===== src/rtl/quad_rot.sv =====
// quad_rot: debounced quadrature encoder decoder driving a one-hot LED position and signed detent count.
// Bit 1 of the two-bit channel vectors is contact A, bit 0 is contact B.
module quad_rot #(
   parameter int DEBOUNCE_CYCLES = 12000
) (
   input  logic              clk,
   input  logic              rst,
   input  logic              enc_a,
   input  logic              enc_b,
   output logic [3:0]        led,
   output logic              step_cw,
   output logic              step_ccw,
   output logic              step_err,
   output logic signed [7:0] count
);
   localparam logic [19:0] LAST = 20'(DEBOUNCE_CYCLES - 1);
   logic [1:0] s1, s, d, p;
   logic [19:0] c [2];
   logic signed [2:0] acc, sat;
   logic signed [3:0] sum;
   logic chg, both, cw_t, hit_cw, hit_ccw;
   always_ff @(posedge clk) begin
      if (rst) begin
         s1 <= 2'b11;
         s <= 2'b11;
         d <= 2'b11;
         c[0] <= '0;
         c[1] <= '0;
      end else begin
         s1 <= {enc_a, enc_b};
         s <= s1;
         for (int i = 0; i < 2; i++)
            if (s[i] == d[i]) c[i] <= '0;
            else if (c[i] == LAST) begin
               d[i] <= s[i];
               c[i] <= '0;
            end else c[i] <= c[i] + 20'd1;
      end
   end
   assign chg = d != p;
   assign both = &(d ^ p);
   assign cw_t = (p == 2'b11 && d == 2'b10) || (p == 2'b10 && d == 2'b00) ||
                 (p == 2'b00 && d == 2'b01) || (p == 2'b01 && d == 2'b11);
   assign sum = {acc[2], acc} + (cw_t ? 4'sd1 : -4'sd1);
   assign sat = sum > 4'sd3 ? 3'sd3 : sum < -4'sd3 ? -3'sd3 : sum[2:0];
   // A step is only credited on return to the detent with a full four-transition run
   assign hit_cw = chg && !both && d == 2'b11 && sum == 4'sd4;
   assign hit_ccw = chg && !both && d == 2'b11 && sum == -4'sd4;
   always_ff @(posedge clk) begin
      if (rst) begin
         p <= 2'b11;
         acc <= '0;
         led <= 4'b0001;
         count <= '0;
         step_cw <= 1'b0;
         step_ccw <= 1'b0;
         step_err <= 1'b0;
      end else begin
         step_cw <= hit_cw;
         step_ccw <= hit_ccw;
         step_err <= chg && both;
         if (chg) begin
            p <= d;
            acc <= (both || d == 2'b11) ? 3'sd0 : sat;
         end
         if (hit_cw) begin
            led <= {led[2:0], led[3]};
            count <= count + 8'sd1;
         end else if (hit_ccw) begin
            led <= {led[0], led[3:1]};
            count <= count - 8'sd1;
         end
      end
   end
endmodule


===== config.mk =====
export PLATFORM = sky130hd
export DESIGN_NAME = quad_rot
export DESIGN_NICKNAME = d
export VERILOG_FILES = /design/src/rtl/quad_rot.sv
export SDC_FILE = /design/constraint.sdc
export NUM_CORES = 1
export LEC_CHECK = 0
export CAP_MARGIN = 25
export CORE_MARGIN = 2
export CORE_UTILIZATION = 45
export DETAILED_ROUTE_END_ITERATION = 8
export GPL_ROUTABILITY_DRIVEN = 1
export SLEW_MARGIN = 0
export SYNTH_ARGS = -nofsm -noshare
export SYNTH_HDL_FRONTEND = slang
export SYNTH_SLANG_ARGS = --single-unit

===== constraint.sdc =====
create_clock -name clk -period 4.61 [get_ports clk]
set_input_delay 0.461 -clock clk [delete_from_list [all_inputs] [get_ports clk]]
set_output_delay 0.461 -clock clk [all_outputs]
set_load 0.005 [all_outputs]

; ---- Yosys cells after proc, flatten, opt, wreduce, memory -nomap -nowiden
; Memory sizes are Yosys's and may differ from the RTL's.
; Cells that the tools add are included.
[totals]
ff_bits = 26
mem_bits_rw = 40
in_bits = 4
out_inout_bits = 15
word_cells = 99
n_memories = 1
[classes]
addsub = 5
order_cmp = 2
n_eq_ne = 13
muxes = 38
bitwise_logic = 9
n_reduce_logical = 20
[memory_table]
columns = memory, words, word_bits, rd, rd_ports_with_merged_regs, write_ports, line
row1 = c, 2, 20, 2, 0, 2, 18  ; logic [19:0] c [2];
[op_table]
columns = operator, count
row1 = 20-bit two-way mux, 6
row2 = "20-bit by 1-bit adder with 20-bit output, second input constant", 2
row3 = "20-bit by 14-bit == test with 1-bit output, second input constant", 2
row4 = 1-bit two-way mux, 24
row5 = 8-bit two-way mux, 2
row6 = 4-bit two-way mux, 3
row7 = 1-bit logical AND, 9
row8 = 3-bit two-way mux, 3
row9 = "8-bit by 2-bit adder with 8-bit output, second input constant", 1
row10 = "2-bit == test, second input constant", 4
row11 = "8-bit by 2-bit subtractor with 8-bit output, second input constant", 1
row12 = 1-bit OR, 6
row13 = 2-bit AND reduction, 3
row14 = 4-bit adder, 1
row15 = "2-bit by 1-bit == test with 1-bit output, second input constant", 2
row16 = "4-bit by 3-bit == test with 1-bit output, second input constant", 1
row17 = "4-bit == test, second input constant", 1
row18 = "4-bit by 3-bit greater-than comparator with 1-bit output, second input constant", 1
row19 = 2-bit logical NOT, 2
row20 = 1-bit logical OR, 4
row21 = "4-bit by 3-bit less-than comparator with 1-bit output, second input constant", 1
row22 = 1-bit == test, 2
row23 = 2-bit inequality test, 1
row24 = 1-bit inverter, 2
row25 = other kinds (3), 3

; ---- Logic depth before layout (Yosys ltp)
; Gate-level depths: netlist of the first run.
[depth]
ltp_word = 11
ltp_mapped = 15
depth_no_buf = 14

; ---- Worst setup path before layout of the first run
; No wires, ideal clock.
[synth_path]
path_type = register -> register
startpoint = reg d[0]
endpoint = reg count[7]
setup_ns = 0.121
arrival_ns = 3.315
required_time_ns = 4.489
slack_ns = 1.175
path_stages_with_launch = 14
path_buffers = 1
synth_period_minus_slack_ns = 3.435
cell_sequence = dfxtp_1 > buf_4 > xor2_1 > and2_1 > fa_1 > xor2_1 > nor2_1 > nand2_1 > ha_1 > o211ai_1 > o211ai_1 > a2111o_1 > o21ai_0 > mux2_2
[synth_between]
elab_chain_len = 10
elab_cells_between_ends = 25
cone_classes = 1 x add/sub / 6 x eq/ne / 2 x mux / 1 x bitwise / 15 x reduce/logical
[synth_rtl]
columns = element, line
row1 = "start, declared", 17  ; logic [1:0] s1, s, d, p;
row2 = "start signal, assigned by index", 35  ; d[i] <= s[i];
row3 = 2-bit == test / 2-bit logical NOT (equally long branches), 42  ; assign cw_t = (p == 2'b11 && d == 2'b10) || (p == 2'b10 && d == 2'b00) ||
row4 = 1-bit logical AND, 42
row5 = 1-bit logical OR (2 in a row), 42
row6 = 1-bit logical OR, 43  ; (p == 2'b00 && d == 2'b01) || (p == 2'b01 && d == 2'b11);
row7 = 4-bit two-way mux, 44  ; assign sum = {acc[2], acc} + (cw_t ? 4'sd1 : -4'sd1);
row8 = 4-bit adder, 44
row9 = 4-bit == test / 4-bit by 3-bit == test with 1-bit output (equally long branches), "47, 48"
row10 = 1-bit logical AND (on tied branches), "47, 48"
row11 = 8-bit two-way mux / 2-bit nonzero test (equally long branches), --
row12 = "end signal, assigned", 68  ; count <= count + 8'sd1;
row13 = "end signal, assigned", 71  ; count <= count - 8'sd1;
row14 = "end, declared", 14  ; output logic signed [7:0] count
; Several ways; a longest one is shown, not always the timed one.
; A chain may end at the register's enable or synchronous reset.

; ---- Worst setup path in the final report of the first run
; Ends and elaborated chain as after synthesis.

==> metrics.md, run 1 <==
| Metric | Value |
|---|---|
| Layout area overhead | `16.24%` |
| Crit-path leading delay family | `compound AO/OA/AOI/OAI gates` |
| Distinct cell type count after synthesis | `49` |
| Syn Area/Cell | `10.18 µm²` |
| Ant diodes | `0` |
| Post-synth ARST share | `0` |
| # fillers | `727` |
| FF+latch area | `0.001722 mm²` |
| Crit path to | `count[7]` |
| Post-synthesis cell count | `355` |
| Vias per inst | `4.852` |
| Register area share after synthesis | `0.4765` |
| Vias in the first global route | `2,515` |
| Critical path class | `reg2reg` |
| Routed len/inst | `12.01 µm` |
| Hold Slack | `0.3987 ns` |
| Maxcap violations | `0` |
| DRT iter0 DRCs | `86` |
| CP Data Arrival Time | `3.98 ns` |
| Max Root-Sink Buffers | `2` |
| Core area | `0.007767 mm²` |
| Critical path's slowest cell | `dfxtp_1` |
| Min Clock Period, post-route | `3.750 ns` |
| R2r worst-path depth | `15` |
| Fin nets | `434` |
| Fin crit share | `0.8133` |
| Synth warnings | `0` |
| Critical Path Start Type | `register` |
| Root Driver | `clkbuf_8` |
| Crit-path cells | `xor2_1 -> and2_1 -> inv_1 -> ha_1 -> ha_1 -> nand4_1 -> nor2_1 -> buf_4 -> nand2_1 -> ha_1 -> o211ai_1 -> o211ai_1 -> a2111o_1 -> o21ai_0 -> mux2_2` |
| Pre-antenna DRT Iters | `4` |
| Setup Skew | `0.01276 ns` |
| Critical path's largest stage delay | `0.47 ns` |
| Ys flop type | `edfxtp_1` |
| Number of post-CTS setup repair buffers | `0` |
| WP buf/inv | `2` |
| Max-slew violation count | `0` |
| Post-synth EDFFs | `40` |
| RSZ-0062 raised after global routing | `false` |
| Clock tree from TritonCTS | `built` |
| DP Wirelength | `4.433 mm` |
| Grt ovf | `0` |
| Worst Setup SP | `d[0]` |
| Layout cell share with drive strength beyond 1 | `0.06921` |
| Initial Util | `0.4652` |
| P per Cell Area | `323.3 mW/mm²` |
| Worst-Margin Slew | `0.6356 ns` |
| Synth Register Bits | `66` |
| Routability Congestion | `0.7686` |
| R2R Setup Slk | `0.86 ns` |
| Maximum VDD drop | `0.1686 mV` |
| Depth of the CTS H-tree | `3` |
| Largest net degree at the start of global routing | `24` |
| Max Clk Rate | `266.7 MHz` |
| Gr usage total | `0.1615` |
| Hold crit path type | `reg2reg` |
| # DRC | `0` |
| Chip Width | `93.61 µm` |
| Final Hold Vio Count | `0` |
| CP Max Fanout | `15` |
| Worst EP required | `4.84 ns` |
| Cell Rows | `32` |
| Vias | `2,528` |
| Critical Path Stages | `15` |
| Most common cell after layout, fill and taps aside | `nor2_1` |
| Final TNS setup | `0 ns` |
| CTS sink cnt | `66` |
| Leak Pwr | `1.487 nW` |
| # hold bufs at CTS | `0` |
| First-pass GRT wire length | `11.25 mm` |
| Routed WL | `6.257 mm` |
| Critical Path Sink Type | `register` |
| RR Endpoint | `count[7]` |
| Multi-input gate area | `0.001908 mm²` |
| Critical path's most frequent cell | `ha_1` |
| Final setup violation count | `0` |
| Total I/O pin count | `19` |
| Status | `finished clean` |
| # resized after CTS | `0` |
| DRT antenna net count | `0` |
| Port bufs | `18` |
| Die ar. | `0.008763 mm²` |
| Cts bufs inserted | `9` |
| Post-Syn Area | `0.003613 mm²` |
| Initial antenna violation count | `0` |
| Die Ht | `93.61 µm` |
| Core Util, Final | `0.5408` |
| Rel. slew slack | `0.5763` |
| Clock Pin Slew Worst Setup and Hold Paths | `0.08 ns` |
| Skew-Pair Late Insertion Delay | `0.34 ns` |
| Commonest cells after routing, fill and taps aside | `nor2_1 (56), edfxtp_1 (40), conb_1 (40), xor2_1 (27), dfxtp_1 (26)` |
| Worst r2r src | `d[0]` |
report_power, final:
group / switching, W / leakage (nW) / total, W / internal [W]
clock network: 0.000221 / 0.103 / 0.000484 / 0.000263
logic: 0.000105 / 0.761 / 0.000196 / 0.0000908
registers: 0.0000265 / 0.623 / 0.000678 / 0.000651
total: 0.000353 / 1.49 / 0.00136 / 0.00101
state kept, by name, summed over array words and instances (netlist names):
| register | flops |
|---|---|
| step_err | 1 |
| p | 2 |
| c | 40 |
| acc | 3 |
| step_ccw | 1 |
| s1 | 2 |
| s | 2 |
| led | 4 |
| d | 2 |
| step_cw | 1 |
| count | 8 |
cell families after synthesis:
logic type | synth area share
other cells | 0.001038
fa+ha+maj | 0.05956
xor+xnor | 0.1139
compound gates | 0.07721
simple gates | 0.2188
flops | 0.4765
buf+inv | 0.03601
mux | 0.01697
area by class of cell:
type,count,area share
multi-input cells,304,0.4543
flip-flops and latches,66,0.4099
clock buffers,11,0.03366
well taps,102,0.03038
clock inverters,5,0.01281
inverters,12,0.01072
repair buffers,21,0.04826
metrics by stage:
stage | power [W] | setup WS (ns) | instance area [µm²] | cells
4_1_cts | 0.001374 | 0.8291 | 4200 | 521
6_report | 0.001358 | 0.8605 | 4200 | 521
3_5_place_dp | 0.0008875 | 0.8546 | 4005 | 505
2_1_floorplan | 0.0008467 | 1.175 | 3760 | 394
5_1_grt | 0.001427 | 0.5509 | 4200 | 521
3_3_place_gp | 0.0008847 | 0.9286 | 4005 | 505
layer usage:
layer / vias up / routed length, µm / GRT usage
met1: 1168 / 3230 / 0.2210
met4: 0 / 114 / 0.07367
met5: - / 0 / 0
met3: 7 / 154 / 0.03304
met2: 26 / 2757 / 0.2464
li1: 1327 / - / -
synth_stat cells, types with 2 or more instances:
cell,count,share of area
o211ai_1,3,0.0062
nor4_2,2,0.0069
xnor2_1,20,0.048
buf_2,2,0.0028
nand2b_1,4,0.0069
nand3_1,17,0.024
dfxtp_1,26,0.14
mux2i_1,5,0.014
buf_6,3,0.0093
o21ai_0,5,0.0069
xor2_1,27,0.065
nor4_1,3,0.0052
nor3_2,2,0.0055
nand2_1,23,0.024
or2_1,3,0.0052
buf_4,4,0.0083
nor2_1,56,0.058
nor2b_1,9,0.016
a211oi_1,6,0.012
nor3_1,3,0.0042
a21o_1,2,0.0042
or2_2,4,0.0069
fa_1,2,0.011
and4_1,4,0.0097
and3_1,3,0.0052
edfxtp_1,40,0.33
clkbuf_1,3,0.0031
a21oi_1,13,0.018
ha_1,14,0.048
a211o_1,6,0.015
inv_1,12,0.012
nor3b_1,2,0.0042
nand4_1,11,0.019
worst min-delay path by stage:
stage                from    to  slack [ns]  cells past startpoint
CTS                 s1[1]  s[1]        0.40                      1
floorplan           s1[0]  s[0]        0.39                      1
finish              s1[1]  s[1]        0.40                      1
global route        s1[0]  s[0]        0.42                      1
detailed placement  s1[1]  s[1]        0.39                      1
global placement    s1[0]  s[0]        0.39                      1
worst reg2reg max path, stage by stage, from the launching register on:
cell and delay (ns):
dfxtp_1 0.47, xor2_1 0.16, and2_1 0.18, inv_1 0.07, ha_1 0.31, ha_1 0.14, nand4_1 0.12, nor2_1 0.12
buf_4 0.22, nand2_1 0.23, ha_1 0.41, o211ai_1 0.21, o211ai_1 0.15, a2111o_1 0.42, o21ai_0 0.09, mux2_2 0.35
(Power assumes the default switching activity.)
==> run 2, diff against run 1 <==
- PLACE_DENSITY: unset -> 0.65
- clock period: 4.61 -> 3.1 ns (I/O delays scaled with it)
==> run 2 against run 1 <==
  * Routed wire length is 7.8% higher
  * Clock-buffer cell count is 2 lower
  * Combinational power is 110% higher
  * Die area stayed put
  * Clock skew is 0.0051 ns higher
  * Cell count is 2.5% higher
  * Critical path depth stayed put
  * Global-route usage is 0.77 points higher
  * Core utilization is 3.8 points higher
  * Sequential share of layout area is 2.6 points lower
  * Critical endpoint unchanged
  * Largest cell class unchanged
==> metrics.md, run 2 (same netlist as run 1, synthesis figures left out) <==
| Metric | Value |
|---|---|
| Status | `finished clean (unchanged)` |
| Met2 Track Usage GR | `0.2596 (was 0.2464)` |
| Max-slew violation count | `0 (unchanged)` |
| Hold depth | `1 (unchanged)` |
| Dpl cell area | `0.004159 mm² (was 0.004005 mm²)` |
| Die Ht | `93.61 µm (unchanged)` |
| Die ar. | `0.008763 mm² (unchanged)` |
| Hold crit path type | `reg2reg (unchanged)` |
| Layout area overhead | `24.31% (was 16.24%)` |
| Skew-Pair Late Insertion Delay | `0.35 ns (was 0.34 ns)` |
| Min Clock Period, post-route | `3.046 ns (was 3.750 ns)` |
| CP Max Fanout | `7 (was 15)` |
| Gr usage total | `0.1691 (was 0.1615)` |
| Port bufs | `18 (unchanged)` |
| DRT iter0 DRCs | `83 (was 86)` |
| GRT busiest layer | `met2 (unchanged)` |
| Most common cell after layout, fill and taps aside | `nor2_1 (unchanged)` |
| Maximum VDD drop | `0.3408 mV (was 0.1686 mV)` |
| Critical Path Sink Type | `register (unchanged)` |
| Largest net degree at the start of global routing | `24 (unchanged)` |
| Maxcap violations | `0 (unchanged)` |
| Root Driver | `clkbuf_8 (unchanged)` |
| Ant diodes | `0 (unchanged)` |
| Worst-Margin Slew | `0.6281 ns (was 0.6356 ns)` |
| Depth of the CTS H-tree | `3 (unchanged)` |
| P per Cell Area | `496.5 mW/mm² (was 323.3 mW/mm²)` |
| Final TNS setup | `0 ns (unchanged)` |
| Chip Width | `93.61 µm (unchanged)` |
| Routed WL | `6.745 mm (was 6.257 mm)` |
| Biggest register | `c (unchanged)` |
| Grt ovf | `0 (unchanged)` |
| Inst Count DP | `513 (was 505)` |
| Vias per inst | `4.919 (was 4.852)` |
| HP Start | `s1[1] (unchanged)` |
| CTS sink cnt | `66 (unchanged)` |
| CP Data Arrival Time | `3.27 ns (was 3.98 ns)` |
| Final Hold Vio Count | `0 (unchanged)` |
| Routability Congestion | `0.7834 (was 0.7686)` |
| Setup Skew | `0.01788 ns (was 0.01276 ns)` |
| Commonest cells after routing, fill and taps aside | `nor2_1 (55), edfxtp_1 (40), conb_1 (40), xor2_1 (25), dfxtp_1 (24) (was nor2_1 (56), edfxtp_1 (40), conb_1 (40), xor2_1 (27), dfxtp_1 (26))` |
| Worst EP required | `3.32 ns (was 4.84 ns)` |
| Vias | `2,627 (was 2,528)` |
| Worst r2r src | `p[1] (was d[0])` |
| Biggest regs | `c: 40 flops, count: 8 flops, led: 4 flops (unchanged)` |
| Hold Slack | `0.4021 ns (was 0.3987 ns)` |
| R2r worst-path depth | `15 (unchanged)` |
| Rel. slew slack | `0.5774 (was 0.5763)` |
| Routed len/inst | `12.63 µm (was 12.01 µm)` |
| Max Root-Sink Buffers | `2 (unchanged)` |
| Final setup violation count | `0 (unchanged)` |
| Total I/O pin count | `19 (unchanged)` |
| Clock tree from TritonCTS | `built (unchanged)` |
| Initial antenna violation count | `0 (unchanged)` |
| Hold EP | `s[1] (unchanged)` |
| Initial Util | `0.4652 (unchanged)` |
| Number of flip-flops in the largest register | `40 (unchanged)` |
| RR Endpoint | `count[7] (unchanged)` |
| Met1 usage | `0.2359 (was 0.2210)` |
| Critical Path Start Type | `register (unchanged)` |
| Fin nets | `447 (was 434)` |
| Post-route cell area | `0.004492 mm² (was 0.004200 mm²)` |
| Layout cell share with drive strength beyond 1 | `0.1458 (was 0.06921)` |
| First-pass GRT wire length | `11.76 mm (was 11.25 mm)` |
| Cell Rows | `32 (unchanged)` |
| Vias in the first global route | `2,574 (was 2,515)` |
| RSZ-0062 raised after global routing | `true (was false)` |
| DP Wirelength | `4.789 mm (was 4.433 mm)` |
| Clock Pin Slew Worst Setup and Hold Paths | `0.09 ns (was 0.08 ns)` |
| Met3 usage | `0.04110 (was 0.03304)` |
| Pwr Total | `0.002230 W (was 0.001358 W)` |
| Cts bufs inserted | `9 (unchanged)` |
| Max Clk Rate | `328.3 MHz (was 266.7 MHz)` |
| DRT antenna net count | `0 (unchanged)` |
| R2R Setup Slk | `0.05 ns (was 0.86 ns)` |
| Final non-filler cell total | `534 (was 521)` |
| # DRC | `0 (unchanged)` |
| Fin crit share | `0.9826 (was 0.8133)` |
| Leak Pwr | `1.588 nW (was 1.487 nW)` |
| # hold bufs at CTS | `0 (unchanged)` |
| Critical path class | `reg2reg (unchanged)` |
| Pre-antenna DRT Iters | `4 (unchanged)` |
| Core area | `0.007767 mm² (unchanged)` |
## run 2: changes by cell type in the layout (fill, tap and decap cells not counted), sizes merged
cell | before | now
buf | 3 | 16
bufinv | 1 | 2
clkbuf | 11 | 9
clkinv | 4 | 3
inv | 12 | 14
## run 2: worst max path at each step
stage,end,slack [ns],cells after the start,start
2_1_floorplan,count[7],0.02,15,d[0]
3_3_place_gp,count[7],0.04,13,p[1]
3_5_place_dp,count[7],-0.02,13,p[1]
4_1_cts,count[7],-0.004,14,p[1]
5_1_grt,count[7],-0.08,15,p[1]
6_report,count[7],0.05,15,p[1]
## run 2: per-layer routing
metal  routed length [µm]  part of all wire
met1                 3447              0.51
met5                    0                 0
met4                   95             0.014
met2                 2981              0.44
met3                  220             0.033
## run 2: layout make-up
class,count,area [µm²]
timing repair buffer,34,304.0
tap,102,127.6
multi-input combinational,304,2064
clock buffer,9,123.9
clock inverter,7,100.1
sequential,66,1724
inverter,12,47.55
fill,712,3276
## run 2: through the flow
step           setup WS [ns]    util
5_1_grt             -0.08375  0.5783
3_3_place_gp         0.03729  0.5354
2_1_floorplan        0.01665       -
4_1_cts            -0.003863  0.5730
3_5_place_dp        -0.02138  0.5354
6_report             0.05408  0.5783
## run 2: power by group
group / internal, W / leakage, nW / total [W] / switching, W
Clock: 0.000460 / 0.114 / 0.000822 / 0.000362
Combinational: 0.000199 / 0.851 / 0.000404 / 0.000205
Sequential: 0.000970 / 0.623 / 0.00100 / 0.0000351
Total: 0.00163 / 1.59 / 0.00223 / 0.000602
## run 2: repair_timing
| item | in CTS | in global routing |
|---|---|---|
| pin swaps | 11 | 9 |
| endpoints found under the hold margin | 0 | 0 |
| setup buffers | 4 | 1 |
| gates resized for setup | 8 | 6 |
| endpoints found under the setup margin | 1 | 3 |
## run 2: worst max-delay path, stage by stage, from the launching register on
cell and delay [ns]:
dfxtp_2 0.35, xor2_1 0.15, and2_4 0.18, inv_4 0.05, ha_4 0.27, ha_4 0.11, nand4_1 0.15, nor2_4 0.18
nand2_4 0.12, buf_6 0.14, ha_4 0.15, a21oi_1 0.16, o211ai_1 0.14, a2111o_1 0.39, o21ai_2 0.07, mux2_4 0.31
==> run 3, diff against run 2 <==
- CAP_MARGIN: 25 -> 5
- GPL_TIMING_DRIVEN: unset -> 0
==> run 3 against run 2 <==
  * The run now ends with setup timing left
  * Die area unchanged
  * Non-clock buffer count increased by 4
  * Total power decreased by 8.6%
  * Setup slack got worse by 0.11 ns
  * First-iteration DRC count increased by 18%
  * Hold slack improved by 0.0033 ns
  * Via count increased by 1.6%
  * Clock power decreased by 23%
==> metrics.md, run 3 (same netlist as run 1, synthesis figures left out) <==
| Metric | Value |
|---|---|
| R2R Setup Slk | `-0.05 ns (was 0.05 ns)` |
| Cell Rows | `32 (unchanged)` |
| Port bufs | `18 (unchanged)` |
| Most common cell after layout, fill and taps aside | `nor2_1 (unchanged)` |
| Die Ht | `93.61 µm (unchanged)` |
| Total I/O pin count | `19 (unchanged)` |
| Max Clk Rate | `317.2 MHz (was 328.3 MHz)` |
| Hold depth | `1 (unchanged)` |
| Setup ws final | `-0.05273 ns (was 0.05408 ns)` |
| Routed WL | `6.859 mm (was 6.745 mm)` |
| Inst Count DP | `514 (was 513)` |
| Final TNS setup | `-0.05273 ns (was 0 ns)` |
| Status | `complete, but fails checks (was finished clean)` |
| Rel. slew slack | `0.5602 (was 0.5774)` |
| FF+latch area | `0.001727 mm² (was 0.001724 mm²)` |
| Max-slew violation count | `0 (unchanged)` |
| P per Cell Area | `455.2 mW/mm² (was 496.5 mW/mm²)` |
| Max Root-Sink Buffers | `2 (unchanged)` |
| Vias per inst | `4.961 (was 4.919)` |
| Worst-Margin Slew | `0.6537 ns (was 0.6281 ns)` |
| Final setup violation count | `1 (was 0)` |
| Leak Pwr | `1.568 nW (was 1.588 nW)` |
| Final Hold Vio Count | `0 (unchanged)` |
| Clock Pin Slew Worst Setup and Hold Paths | `0.08 ns (was 0.09 ns)` |
| Cts bufs inserted | `9 (unchanged)` |
| Maxcap violations | `0 (unchanged)` |
| Critical Path Sink Type | `register (unchanged)` |
| Hold Slack | `0.4055 ns (was 0.4021 ns)` |
| Depth of the CTS H-tree | `3 (unchanged)` |
| Pre-antenna DRT Iters | `5 (was 4)` |
| DRT iter0 DRCs | `98 (was 83)` |
| Final non-filler cell total | `538 (was 534)` |
| # hold bufs at CTS | `0 (unchanged)` |
| DRT antenna net count | `0 (unchanged)` |
| Fin nets | `451 (was 447)` |
| Worst EP required | `3.33 ns (was 3.32 ns)` |
| Setup Skew | `0.007132 ns (was 0.01788 ns)` |
| Commonest cells after routing, fill and taps aside | `nor2_1 (55), edfxtp_1 (40), conb_1 (40), xor2_1 (26) (was nor2_1 (55), edfxtp_1 (40), conb_1 (40), xor2_1 (25), dfxtp_1 (24))` |
| Number of flip-flops in the largest register | `40 (unchanged)` |
| Vias | `2,669 (was 2,627)` |
| Min Clock Period, post-route | `3.153 ns (was 3.046 ns)` |
| Initial Util | `0.4652 (unchanged)` |
| Die ar. | `0.008763 mm² (unchanged)` |
| # DRC | `0 (unchanged)` |
| First-pass GRT wire length | `11.67 mm (was 11.76 mm)` |
| Routability Congestion | `0.7563 (was 0.7834)` |
| Chip Width | `93.61 µm (unchanged)` |
| CP Data Arrival Time | `3.38 ns (was 3.27 ns)` |
| Clock tree from TritonCTS | `built (unchanged)` |
| Hold crit path type | `reg2reg (unchanged)` |
| Initial antenna violation count | `0 (unchanged)` |
| Largest net degree at the start of global routing | `13 (was 24)` |
| CP Max Fanout | `7 (unchanged)` |
| Grt ovf | `0 (unchanged)` |
| Violated checks | `setup timing` |
| Fin crit share | `1.017 (was 0.9826)` |
| Skew-Pair Late Insertion Delay | `0.34 ns (was 0.35 ns)` |
| Root Driver | `clkbuf_8 (unchanged)` |
| # fillers | `707 (was 712)` |
| Layout cell share with drive strength beyond 1 | `0.1537 (was 0.1458)` |
| Gr usage total | `0.1689 (was 0.1691)` |
| Critical path class | `reg2reg (unchanged)` |
| Vias in the first global route | `2,567 (was 2,574)` |
| CTS sink cnt | `66 (unchanged)` |
| Multi-input gate area | `0.002077 mm² (was 0.002064 mm²)` |
| R2r worst-path depth | `15 (unchanged)` |
| RSZ-0062 raised after global routing | `true (unchanged)` |
| Core area | `0.007767 mm² (unchanged)` |
| Post-route cell area | `0.004481 mm² (was 0.004492 mm²)` |
| Maximum VDD drop | `0.3190 mV (was 0.3408 mV)` |
| Ant diodes | `0 (unchanged)` |
| Dpl cell area | `0.004161 mm² (was 0.004159 mm²)` |
| Biggest regs | `c: 40 flops, count: 8 flops, led: 4 flops (unchanged)` |
| DP Wirelength | `4.837 mm (was 4.789 mm)` |
| Critical Path Start Type | `register (unchanged)` |
| Routed len/inst | `12.75 µm (was 12.63 µm)` |
| Layout area overhead | `24.00% (was 24.31%)` |
| Biggest register | `c (unchanged)` |
-- run 3: changes by cell type in the layout (fill, tap and decap cells not counted), sizes merged --
| cell | before | now |
|---|---|---|
| inv | 14 | 13 |
| clkbuf | 9 | 12 |
| bufinv | 2 | 0 |
| buf | 16 | 17 |
| clkinvlp | 0 | 3 |
-- run 3: timing repair --
action	in CTS	in global routing
pin swaps	11	9
gates resized for setup	12	9
setup buffers	7	2
endpoints found under the setup margin	2	3
gates cloned	0	0
-- run 3: layer usage --
metal,part of all wire,vias to the layer above,track usage,wire length [µm]
li1,-,1371,-,-
met1,0.50,1245,0.2272,3408
met2,0.46,42,0.2662,3128
met3,0.031,11,0.03868,212
met4,0.016,0,0.06401,109
met5,0,-,0,0
-- run 3: metrics by stage --
| stage | util | setup slack [ns] | power (W) |
|---|---|---|---|
| final | 0.5768 | -0.05273 | 0.002039 |
| after global routing | 0.5768 | -0.1629 | 0.002133 |
| after floorplan | - | 0.01665 | 0.001286 |
| after CTS | 0.5720 | -0.07956 | 0.002040 |
| after global placement | 0.5358 | -0.2541 | 0.001343 |
| after detailed placement | 0.5358 | -0.2562 | 0.001359 |
-- run 3: worst paths after layout --
kind	start	endpoint
setup / recovery	d[1]	count[7]
hold / removal	s1[0]	s[0]
setup reg to reg	d[1]	count[7]
hold reg to reg	s1[0]	s[0]
-- run 3: critical path, stage by stage, from the launching register on --
cell	delay (ns)
dfxtp_2	0.32
buf_6	0.12
xnor2_2	0.11
and2_4	0.18
inv_4	0.05
ha_4	0.27
ha_4	0.12
nand4_1	0.16
nor2_4	0.18
nand2_4	0.14
ha_4	0.25
o211ai_1	0.18
o211ai_1	0.16
a2111o_1	0.40
o21ai_2	0.08
mux2_4	0.31
-- run 3: area by class of cell --
type,instances,share of cell area
plain buffers,11,0.01815
inverters,12,0.01061
clock inverters,7,0.01005
clock buffers,9,0.02765
flip-flops and latches,66,0.3854
repair buffers,27,0.05613
multi-input cells,304,0.4636
well taps,102,0.02848
-- run 3: power by group --
part / switching [W] / internal, W / total [W]
clock network: 0.000349 / 0.000287 / 0.000636
registers: 0.0000430 / 0.000971 / 0.00101
logic: 0.000203 / 0.000187 / 0.000389
total: 0.000594 / 0.00144 / 0.00204
